`src/rtl/imm_gen_pipe.sv`:
```
// Two-stage elastic immediate generator: S1 decodes and extends the immediate, S2 adds it to the PC.
// Define IMM_CSR_EN to report SYSTEM instructions as type Z with the zero-extended CSR uimm.
module imm_gen_pipe #(
  parameter int XLEN = 32
) (
  input  logic            clk,
  input  logic            rst,
  input  logic            flush,
  input  logic            in_valid,
  output logic            in_ready,
  input  logic [31:0]     in_instr,
  input  logic [XLEN-1:0] in_pc,
  output logic            out_valid,
  input  logic            out_ready,
  output logic [XLEN-1:0] out_imm,
  output logic [2:0]      out_type,
  output logic [XLEN-1:0] out_pc,
  output logic [XLEN-1:0] out_target
);

  localparam logic [2:0] TYPE_NONE = 3'd0;
  localparam logic [2:0] TYPE_I    = 3'd1;
  localparam logic [2:0] TYPE_S    = 3'd2;
  localparam logic [2:0] TYPE_B    = 3'd3;
  localparam logic [2:0] TYPE_U    = 3'd4;
  localparam logic [2:0] TYPE_J    = 3'd5;
`ifdef IMM_CSR_EN
  localparam logic [2:0] TYPE_Z    = 3'd6;
`endif

  localparam logic [6:0] OP_IMM    = 7'b0010011;
  localparam logic [6:0] OP_LOAD   = 7'b0000011;
  localparam logic [6:0] OP_JALR   = 7'b1100111;
  localparam logic [6:0] OP_IMM32  = 7'b0011011;
  localparam logic [6:0] OP_STORE  = 7'b0100011;
  localparam logic [6:0] OP_BRANCH = 7'b1100011;
  localparam logic [6:0] OP_LUI    = 7'b0110111;
  localparam logic [6:0] OP_AUIPC  = 7'b0010111;
  localparam logic [6:0] OP_JAL    = 7'b1101111;
  localparam logic [6:0] OP_SYSTEM = 7'b1110011;

  logic            s1_valid_q, s1_valid_d;
  logic [XLEN-1:0] s1_imm_q, s1_imm_d;
  logic [2:0]      s1_type_q, s1_type_d;
  logic [XLEN-1:0] s1_pc_q;

  logic            s2_valid_q, s2_valid_d;
  logic [XLEN-1:0] s2_imm_q;
  logic [2:0]      s2_type_q;
  logic [XLEN-1:0] s2_pc_q;
  logic [XLEN-1:0] s2_target_q;

  logic s1_adv, s2_adv, s1_load, s2_load;

  // Immediate decode: fill with the sign bit first, then overwrite the low field.
  always_comb begin
    s1_imm_d  = '0;
    s1_type_d = TYPE_NONE;
    unique case (in_instr[6:0])
      OP_IMM, OP_LOAD, OP_JALR: begin
        s1_type_d        = TYPE_I;
        s1_imm_d         = {XLEN{in_instr[31]}};
        s1_imm_d[11:0]   = in_instr[31:20];
      end
      OP_IMM32: begin
        if (XLEN == 64) begin
          s1_type_d      = TYPE_I;
          s1_imm_d       = {XLEN{in_instr[31]}};
          s1_imm_d[11:0] = in_instr[31:20];
        end
      end
      OP_STORE: begin
        s1_type_d        = TYPE_S;
        s1_imm_d         = {XLEN{in_instr[31]}};
        s1_imm_d[11:0]   = {in_instr[31:25], in_instr[11:7]};
      end
      OP_BRANCH: begin
        s1_type_d        = TYPE_B;
        s1_imm_d         = {XLEN{in_instr[31]}};
        s1_imm_d[12:0]   = {in_instr[31], in_instr[7], in_instr[30:25], in_instr[11:8], 1'b0};
      end
      OP_LUI, OP_AUIPC: begin
        s1_type_d        = TYPE_U;
        s1_imm_d         = {XLEN{in_instr[31]}};
        s1_imm_d[31:0]   = {in_instr[31:12], 12'b0};
      end
      OP_JAL: begin
        s1_type_d        = TYPE_J;
        s1_imm_d         = {XLEN{in_instr[31]}};
        s1_imm_d[20:0]   = {in_instr[31], in_instr[19:12], in_instr[20], in_instr[30:21], 1'b0};
      end
`ifdef IMM_CSR_EN
      OP_SYSTEM: begin
        s1_type_d        = TYPE_Z;
        s1_imm_d[4:0]    = in_instr[19:15];
      end
`else
      OP_SYSTEM: begin
        s1_type_d        = TYPE_NONE;
      end
`endif
      default: begin
        s1_type_d        = TYPE_NONE;
      end
    endcase
  end

  // Handshake: each stage advances when it is empty or its downstream advances.
  always_comb begin
    s2_adv     = !s2_valid_q || out_ready;
    s1_adv     = !s1_valid_q || s2_adv;
    in_ready   = s1_adv && !flush;
    s1_load    = in_valid && in_ready;
    s2_load    = s2_adv && s1_valid_q;
    s1_valid_d = !flush && (s1_adv ? s1_load : s1_valid_q);
    s2_valid_d = !flush && (s2_adv ? s1_valid_q : s2_valid_q);
  end

  always_ff @(posedge clk) begin
    if (rst) begin
      s1_valid_q  <= 1'b0;
      s1_imm_q    <= '0;
      s1_type_q   <= TYPE_NONE;
      s1_pc_q     <= '0;
      s2_valid_q  <= 1'b0;
      s2_imm_q    <= '0;
      s2_type_q   <= TYPE_NONE;
      s2_pc_q     <= '0;
      s2_target_q <= '0;
    end else begin
      s1_valid_q <= s1_valid_d;
      s2_valid_q <= s2_valid_d;
      if (s1_load) begin
        s1_imm_q  <= s1_imm_d;
        s1_type_q <= s1_type_d;
        s1_pc_q   <= in_pc;
      end
      if (s2_load) begin
        s2_imm_q    <= s1_imm_q;
        s2_type_q   <= s1_type_q;
        s2_pc_q     <= s1_pc_q;
        s2_target_q <= s1_pc_q + s1_imm_q;
      end
    end
  end

  assign out_valid  = s2_valid_q;
  assign out_imm    = s2_imm_q;
  assign out_type   = s2_type_q;
  assign out_pc     = s2_pc_q;
  assign out_target = s2_target_q;

endmodule

```
`config.mk`:
```
export PLATFORM = sky130hd
export DESIGN_NAME = imm_gen_pipe
export DESIGN_NICKNAME = d
export VERILOG_FILES = /design/src/rtl/imm_gen_pipe.sv
export SDC_FILE = /design/constraint.sdc
export NUM_CORES = 1
export LEC_CHECK = 0
export ABC_AREA = 1
export CAP_MARGIN = 30
export CORE_ASPECT_RATIO = 2
export CORE_MARGIN = 1
export CORE_UTILIZATION = 40
export CTS_CLUSTER_SIZE = 20
export DETAILED_ROUTE_END_ITERATION = 8
export GPL_TIMING_DRIVEN = 0
export SLEW_MARGIN = 30
export SYNTH_ARGS = -nofsm -noshare
export SYNTH_HDL_FRONTEND = slang
export SYNTH_SLANG_ARGS = --single-unit
```
`constraint.sdc`:
```
create_clock -name clk -period 4.6 [get_ports clk]
set_input_delay 0.69 -clock clk [delete_from_list [all_inputs] [get_ports clk]]
set_output_delay 0.69 -clock clk [all_outputs]
set_load 0.01 [all_outputs]
```
==> metrics.csv, run 1 <==
stage;metric;value;unit
outcome;status;complete, no violations;
logic_synthesis;synth_fp_nets;1440;
critical_path;critical_path.reg2reg.startpoint;out_valid$_SDFF_PP0_;
clock_network;cts_tree;built;
placed_design;place_area;10700;um^2
worst_hold_path;timing.hold.worst.start;s1_type_q[0]$_SDFFE_PP0P_;
critical_path;critPathArrivalTime;2.08;ns
sta;max_clock_freq;361;MHz
power_and_ir_drop;finalPower;3.42;mW
floorplan;core_region_area;21100;um^2
global_routing;grt_antenna_before_repair;0;
global_routing;globalRouteTotalUtil;28.0;%
critical_path;r2r_end;out_target[23]$_SDFFE_PP0P_;
placed_design;dpl.hpwl;25.0;mm
power_and_ir_drop;power_switching_share;28.4;%
logic_synthesis;total_number_of_yosys_warnings;0;
power_and_ir_drop;switching_power_summed_over_all_nets;0.972;mW
floorplan;floorplan.io_pins;170;
placed_design;gp_congestion;0.918;
critical_path;ff2ff_setup_slack;2.26;ns
clock_network;cts.root.buffer_cell;sky130_fd_sc_hd__clkbuf_16;
cells_and_area;filler_cell_count;2218;
floorplan;effective_utilization_at_floorplan;40.9;%
power_and_ir_drop;p_comb_share;13.4;%
clock_network;clock_sink_count;168;
critical_path;worst-endpoint-required;3.91;ns
cells_and_area;num-nets-final;1627;
cells_and_area;layout_common_cells;sky130_fd_sc_hd__nand2_1, sky130_fd_sc_hd__nor2_1, sky130_fd_sc_hd__clkdlybuf4s50_1, sky130_fd_sc_hd__dfxtp_1, sky130_fd_sc_hd__inv_1;
clock_network;cts_max_level;4;
sta;grt_setup_unrepaired;no;
flow_run;timing.max_cap.violations;0;
critical_path;critPathMaxFanout;3;
sta;report.final.slew_viol_count;0;
logic_synthesis;syn_area_per_cell;6.45;um^2
power_and_ir_drop;internal_power;2.44;mW
routing;route.detailed.drc;0;
clock_network;clk_pin_slew;0.07;ns
cells_and_area;final_layout_size_suffix_gt1_share;4.29;%
clock_network;cts-resized-gates;0;
worst_hold_path;min_path_cells;2;
routing;via_per_instance_ratio;4.94;
cells_and_area;count_of_inserted_antenna_diode_cells;0;
global_routing;grt_max_degree;18;
global_routing;via_count_of_the_first_global_routing_pass;8672;
sta;layout_worst_path_cycle_share;60.3;%
logic_synthesis;netlist_area;8630;um^2
worst_hold_path;hold_end;s1_type_q[0]$_SDFFE_PP0P_;
critical_path;worst_setup_sp_type;primary input;
critical_path;setup.worst_path.class;in2out;
sta;maxSlewHeadroom;45.6;%
routing;drt_wl_total;30.5;mm
critical_path;setup.worst_path.end_class;output port;
floorplan;die_y;210;um
floorplan;floorplan.die_area;22200;um^2
routing;vias;8935;
cells_and_area;final_common_cell;sky130_fd_sc_hd__nand2_1;
clock_network;cts_hold_buffers;0;
critical_path;worst-r2r-cell-count;7;
logic_synthesis;sequential_share_of_the_synthesized_area;39.0;%
cells_and_area;area_delta_synth_final;29.9;%
routing;postRouteAntennaNets;0;
clock_network;cts.path.max_buffers;2;
routing;wl_per_cell;16.9;um
logic_synthesis;synthesis.instances;1339;
power_and_ir_drop;clock_network_fraction_of_design_power;40.7;%
global_routing;grt-ovfl-total;0;
cells_and_area;multiInputGateArea;4450;um^2
sta;fin_worst_hold_slack;0.474;ns
critical_path;beginning_of_the_critical_path;out_ready;
sta;finalWorstPathRequiredPeriod;2.77;ns
power_and_ir_drop;sequentialPowerShare;45.9;%
cells_and_area;stdcell_area;11200;um^2
sta;worst_slew_pin_slew;0.816;ns
sta;timing.clock.skew;0.0125;ns
power_and_ir_drop;vdd_ir_drop_max;248;uV
cells_and_area;utilization;53.1;%
global_routing;grt_pass1_wl;46.4;mm
sta;timing_hold_violations_final;0;
clock_network;tritoncts.num_buffers;17;
placed_design;buffer_ports.inserted;168;
power_and_ir_drop;leakagePower;5.29;nW
sta;setup_viol;0;
clock_network;cts_post_setup_buffers_inserted;0;
logic_synthesis;synth.ff_latch_count;168;
floorplan;dieWidth;106;um
sta;timing.setup.tns;0;ns
routing;drt_first_iter_violations;384;
logic_synthesis;post_synth_num_cell_types;35;
power_and_ir_drop;power_density;304;nW/um^2
worst_hold_path;min_path_type;reg2reg;
clock_network;insertion_delay;0.44;ns
floorplan;fp-row-count;75;
routing;dr.pass1.iters;7;
cells_and_area;regArea;3360;um^2
worst max path at each step:
stage / end / slack [ns] / cells past startpoint
3_3_place_gp: out_target[23]$_SDFFE_PP0P_ / 1.42 / 9
4_1_cts: in_ready / 1.82 / 8
2_1_floorplan: out_target[20]$_SDFFE_PP0P_ / 2.81 / 12
3_5_place_dp: out_target[23]$_SDFFE_PP0P_ / 1.43 / 9
6_report: in_ready / 1.83 / 8
5_1_grt: out_target[23]$_SDFFE_PP0P_ / 1.77 / 9
per-stage QoR:
step,setup slack (ns),instances
after CTS,1.82,1807
after detailed placement,1.43,1776
after global placement,1.42,1776
after floorplan,2.81,1339
after global routing,1.77,1807
final,1.83,1807
metal layers:
metal	routed length [um]	GRT usage, %
met1	11100	27.3
met2	17000	55.1
met3	761	3.07
met4	1660	16.2
met5	0	0
power groups by stage:
stage,sequential [mW],clock (mW),combinational [mW]
2_1_floorplan,1.61,0,0.203
3_3_place_gp,1.60,0,0.456
3_5_place_dp,1.60,0,0.459
4_1_cts,1.57,1.41,0.461
5_1_grt,1.57,1.46,0.502
6_report,1.57,1.39,0.458
final cells by class:
cell class	instances	area share (%)
multi-input cells	962	39.6
inverters	153	5.12
well taps	269	3.00
plain buffers	56	2.22
flip-flops and latches	168	30.0
clock buffers	17	3.79
repair buffers	168	15.0
clock inverters	14	1.26
registers in the layout, indices dropped and copies added, names as in the netlist:
signal,cells
s1_valid_q,1
s1_imm_q,32
out_imm,32
s1_pc_q,32
out_target,32
s1_type_q,3
out_valid,1
out_type,3
out_pc,32
worst max-delay path, cell delays in order:
cell and delay (ns):
sky130_fd_sc_hd__clkdlybuf4s50_1 0.46, sky130_fd_sc_hd__inv_1 0.04, sky130_fd_sc_hd__nand2_1 0.10, sky130_fd_sc_hd__nor2_1 0.05, sky130_fd_sc_hd__inv_1 0.06, sky130_fd_sc_hd__nand2_1 0.09, sky130_fd_sc_hd__inv_1 0.06, sky130_fd_sc_hd__clkdlybuf4s50_1 0.53
Yosys cell counts, drive strengths merged:
library cell,instances,share of area [%]
xor2,12,1.2
xnor2,3,0.30
dfxtp,168,39
a22o,1,0.10
a21o,2,0.17
o21ai,126,7.6
clkbuf,37,1.6
or2,1,0.072
nand3,57,3.4
a211oi,1,0.087
o31ai,1,0.087
o211ai,1,0.087
nand3b,1,0.087
nand4,15,1.2
buf,19,1.3
fa,1,0.23
o21bai,3,0.26
a21oi,60,3.6
nor2,306,14
nor3,6,0.48
and2,1,0.072
inv,153,6.7
nand2,333,15
ha,31,4.5
logic make-up after synthesis:
logic type / after synthesis / synth area share (%)
AO/OA/AOI/OAI: 195 / 12.0
flip-flops: 168 / 39.0
AND/OR/NAND/NOR: 720 / 33.3
adder cells (fa/ha/maj): 32 / 4.72
buffers and inverters: 209 / 9.53
XOR/XNOR: 15 / 1.52
(Power assumes the default switching activity.)
==> run 2: changes to the inputs <==
--- a/config.mk
+++ b/config.mk
@@ -13,6 +13,7 @@
 export CTS_CLUSTER_SIZE = 20
 export DETAILED_ROUTE_END_ITERATION = 8
 export GPL_TIMING_DRIVEN = 0
+export PLACE_DENSITY = 0.67
 export SLEW_MARGIN = 30
 export SYNTH_ARGS = -nofsm -noshare
 export SYNTH_HDL_FRONTEND = slang
==> constraint.sdc (replaced) <==
create_clock -name clk -period 2.4 [get_ports clk]
set_input_delay 0.36 -clock clk [delete_from_list [all_inputs] [get_ports clk]]
set_output_delay 0.36 -clock clk [all_outputs]
set_load 0.01 [all_outputs]
==> run 2 against run 1 <==
Net effect:
- sequential share of layout area is essentially flat
- die area unchanged
- sequential power rose by 92%
- clock-buffer cell count grew 7
- via count is 0.12% higher
- power grew 91%
- worst hold slack worse by 0.0039 ns
- combinational power rose by 90%
- highest routed layer unchanged
==> metrics.csv, run 2 (synthesis gave the netlist of run 1 again) <==
stage;metric;value;unit;change
power_and_ir_drop;clock_network_fraction_of_design_power;40.5;%;was 40.7%
floorplan;die_y;210;um;unchanged
clock_network;insertion_delay;0.44;ns;about the same
power_and_ir_drop;sequentialPowerShare;46.2;%;was 45.9%
cells_and_area;regArea;3360;um^2;unchanged
worst_hold_path;min_path_type;reg2reg;;unchanged
sta;finalWorstPathRequiredPeriod;2.23;ns;
critical_path;cp_num_buf_inv;5;;unchanged
placed_design;buffer_ports.inserted;168;;unchanged
flow_run;timing.max_cap.violations;0;;unchanged
sta;max_clock_freq;449;MHz;
sta;layout_worst_path_cycle_share;92.9;%;
clock_network;cts_max_level;4;;unchanged
global_routing;grt-ovfl-total;0;;unchanged
sta;timing_hold_violations_final;0;;unchanged
routing;drt_first_iter_violations;412;;was 384
clock_network;cts.root.buffer_cell;sky130_fd_sc_hd__clkbuf_16;;unchanged
critical_path;delay_contributed_by_the_slowest_stage_of_the_critical_path;0.54;ns;was 0.53 ns
power_and_ir_drop;finalPower;6.51;mW;was 3.42 mW
critical_path;crit_top_cell;sky130_fd_sc_hd__nand2_1;;was sky130_fd_sc_hd__inv_1
critical_path;slowest_stage;sky130_fd_sc_hd__clkbuf_1;;was sky130_fd_sc_hd__clkdlybuf4s50_1
clock_network;cts.path.max_buffers;2;;unchanged
clock_network;clock_sink_count;168;;unchanged
clock_network;clk_pin_slew;0.07;ns;about the same
sta;report.final.slew_viol_count;0;;unchanged
sta;maxSlewHeadroom;46.8;%;was 45.6%
power_and_ir_drop;leakagePower;5.28;nW;was 5.29 nW
critical_path;worst_setup_sp_type;primary input;;unchanged
routing;route.detailed.drc;0;;unchanged
routing;drt_wl_total;29.7;mm;was 30.5 mm
placed_design;dpl.hpwl;24.3;mm;was 25.0 mm
global_routing;grt_pass1_wl;45.5;mm;was 46.4 mm
placed_design;gp_congestion;0.949;;was 0.918
critical_path;setup.worst_path.end_class;register;;was output port
cells_and_area;num-nets-final;1627;;unchanged
routing;dr.pass1.iters;5;;was 7
clock_network;tritoncts.num_buffers;17;;unchanged
cells_and_area;stdcell_area;11200;um^2;about the same
clock_network;cts_tree;built;;unchanged
global_routing;grt_antenna_before_repair;0;;unchanged
global_routing;grt_max_degree;17;;was 18
placed_design;place_area;10700;um^2;unchanged
cells_and_area;area_delta_synth_final;29.8;%;was 29.9%
floorplan;fp-row-count;75;;unchanged
critical_path;setup.worst_path.class;in2reg;;was in2out
critical_path;crit_path_cell_trace;clkdlybuf4s50_1 > inv_1 > nand2_1 > nand2_1 > inv_2 > clkbuf_1 > nand3_1 > nand2_1 > inv_1;;was clkdlybuf4s50_1 > inv_1 > nand2_1 > nor2_1 > inv_1 > nand2_1 > inv_1 > clkdlybuf4s50_1
power_and_ir_drop;power_switching_share;26.9;%;was 28.4%
cells_and_area;count_of_inserted_antenna_diode_cells;0;;unchanged
sta;worst_slew_pin_slew;0.798;ns;was 0.816 ns
floorplan;floorplan.die_area;22200;um^2;unchanged
floorplan;dieWidth;106;um;unchanged
global_routing;via_count_of_the_first_global_routing_pass;8676;;was 8,672
cells_and_area;layout_common_cells;sky130_fd_sc_hd__nand2_1, sky130_fd_sc_hd__nor2_1, sky130_fd_sc_hd__clkdlybuf4s50_1, sky130_fd_sc_hd__dfxtp_1, sky130_fd_sc_hd__inv_1;;unchanged
critical_path;cp_top_family;buffers and inverters;;unchanged
cells_and_area;multiInputGateArea;4450;um^2;about the same
routing;wl_per_cell;16.4;um;was 16.9 um
routing;vias;8946;;was 8,935
critical_path;critPathArrivalTime;2.56;ns;was 2.08 ns
outcome;status;complete, no violations;;unchanged
critical_path;worst-endpoint-required;2.73;ns;was 3.91 ns
floorplan;floorplan.io_pins;170;;unchanged
cells_and_area;final_layout_size_suffix_gt1_share;4.22;%;was 4.29%
sta;timing.clock.skew;0.0132;ns;was 0.0125 ns
cells_and_area;filler_cell_count;2210;;was 2,218
power_and_ir_drop;switching_power_summed_over_all_nets;1.75;mW;was 0.972 mW
power_and_ir_drop;internal_power;4.76;mW;was 2.44 mW
power_and_ir_drop;p_comb_share;13.3;%;was 13.4%
routing;via_per_instance_ratio;4.95;;was 4.94
floorplan;effective_utilization_at_floorplan;40.9;%;unchanged
sta;grt_setup_unrepaired;no;;unchanged
global_routing;globalRouteTotalUtil;27.2;%;was 28.0%
power_and_ir_drop;power_density;581;nW/um^2;was 304 nW/um^2
routing;postRouteAntennaNets;0;;unchanged
clock_network;cts_post_setup_buffers_inserted;0;;unchanged
power_and_ir_drop;vdd_ir_drop_max;458;uV;was 248 uV
critical_path;critPathMaxFanout;10;;was 3
floorplan;core_region_area;21100;um^2;unchanged
sta;setup_viol;0;;unchanged
cells_and_area;final_common_cell;sky130_fd_sc_hd__nand2_1;;unchanged
[run 2: worst register-to-register path, cell delays in order (launching register included)]
cell and delay, ns:
sky130_fd_sc_hd__dfxtp_1 0.33, sky130_fd_sc_hd__ha_1 0.27, sky130_fd_sc_hd__fa_2 0.41, sky130_fd_sc_hd__nand3_1 0.10
sky130_fd_sc_hd__nand3_1 0.17, sky130_fd_sc_hd__nand3_1 0.12, sky130_fd_sc_hd__nand3_1 0.19, sky130_fd_sc_hd__nand2_1 0.18
sky130_fd_sc_hd__a21oi_1 0.08, sky130_fd_sc_hd__nor2_1 0.16, sky130_fd_sc_hd__nor2_1 0.05
[run 2: power groups by stage]
stage	registers [mW]	logic, mW	clock network, mW
after floorplan	3.08	0.389	0
after global placement	3.07	0.864	0
after detailed placement	3.07	0.869	0
after CTS	3.01	0.873	2.65
after global routing	3.02	0.951	2.77
final	3.01	0.868	2.63
[run 2: cell type report]
cell class                 instances  area share (%)
buffer                            56            2.22
sequential                       168            30.0
multi-input combinational        962            39.7
inverter                         153            5.12
tap                              269            3.00
clock buffer                      24            4.39
clock inverter                     8           0.558
timing repair buffer             168            15.0
[run 2: per-layer routing]
metal	wire [um]	track usage, %	vias to the layer above	share of wire, %
li1	-	-	4562	-
met2	16300	53.4	251	55
met5	0	0	-	0
met1	10600	26.3	4061	36
met4	1760	16.6	0	5.9
met3	955	3.11	72	3.2
[run 2: per-stage QoR]
stage                     utilization, %  setup slack, ns  setup TNS [ns]  std cells  hold slack [ns]
after floorplan                        -            0.606               0       1339            0.441
after global placement              50.5           -0.273           -4.39       1776            0.452
after detailed placement            50.5           -0.265           -5.76       1776            0.460
after CTS                           53.1            0.172               0       1808            0.470
after global routing                53.1           0.0270               0       1808            0.506
final                               53.1            0.171               0       1808            0.470
[run 2: path summary, 6_finish.rpt]
check	start	end	slack [ns]	depth (start not counted)
setup / recovery	out_ready	out_target[29]$_SDFFE_PP0P_	0.17	9
hold / removal	s1_type_q[0]$_SDFFE_PP0P_	s1_type_q[0]$_SDFFE_PP0P_	0.47	2
setup reg to reg	s1_imm_q[0]$_SDFFE_PP0P_	out_target[28]$_SDFFE_PP0P_	0.25	10
hold reg to reg	s1_type_q[0]$_SDFFE_PP0P_	s1_type_q[0]$_SDFFE_PP0P_	0.47	2
[run 2: timing repair]
item / 4_1_cts / 5_1_grt
gates resized for setup: 0 / 1
setup endpoints to repair: 0 / 1
hold buffers: 0 / 0
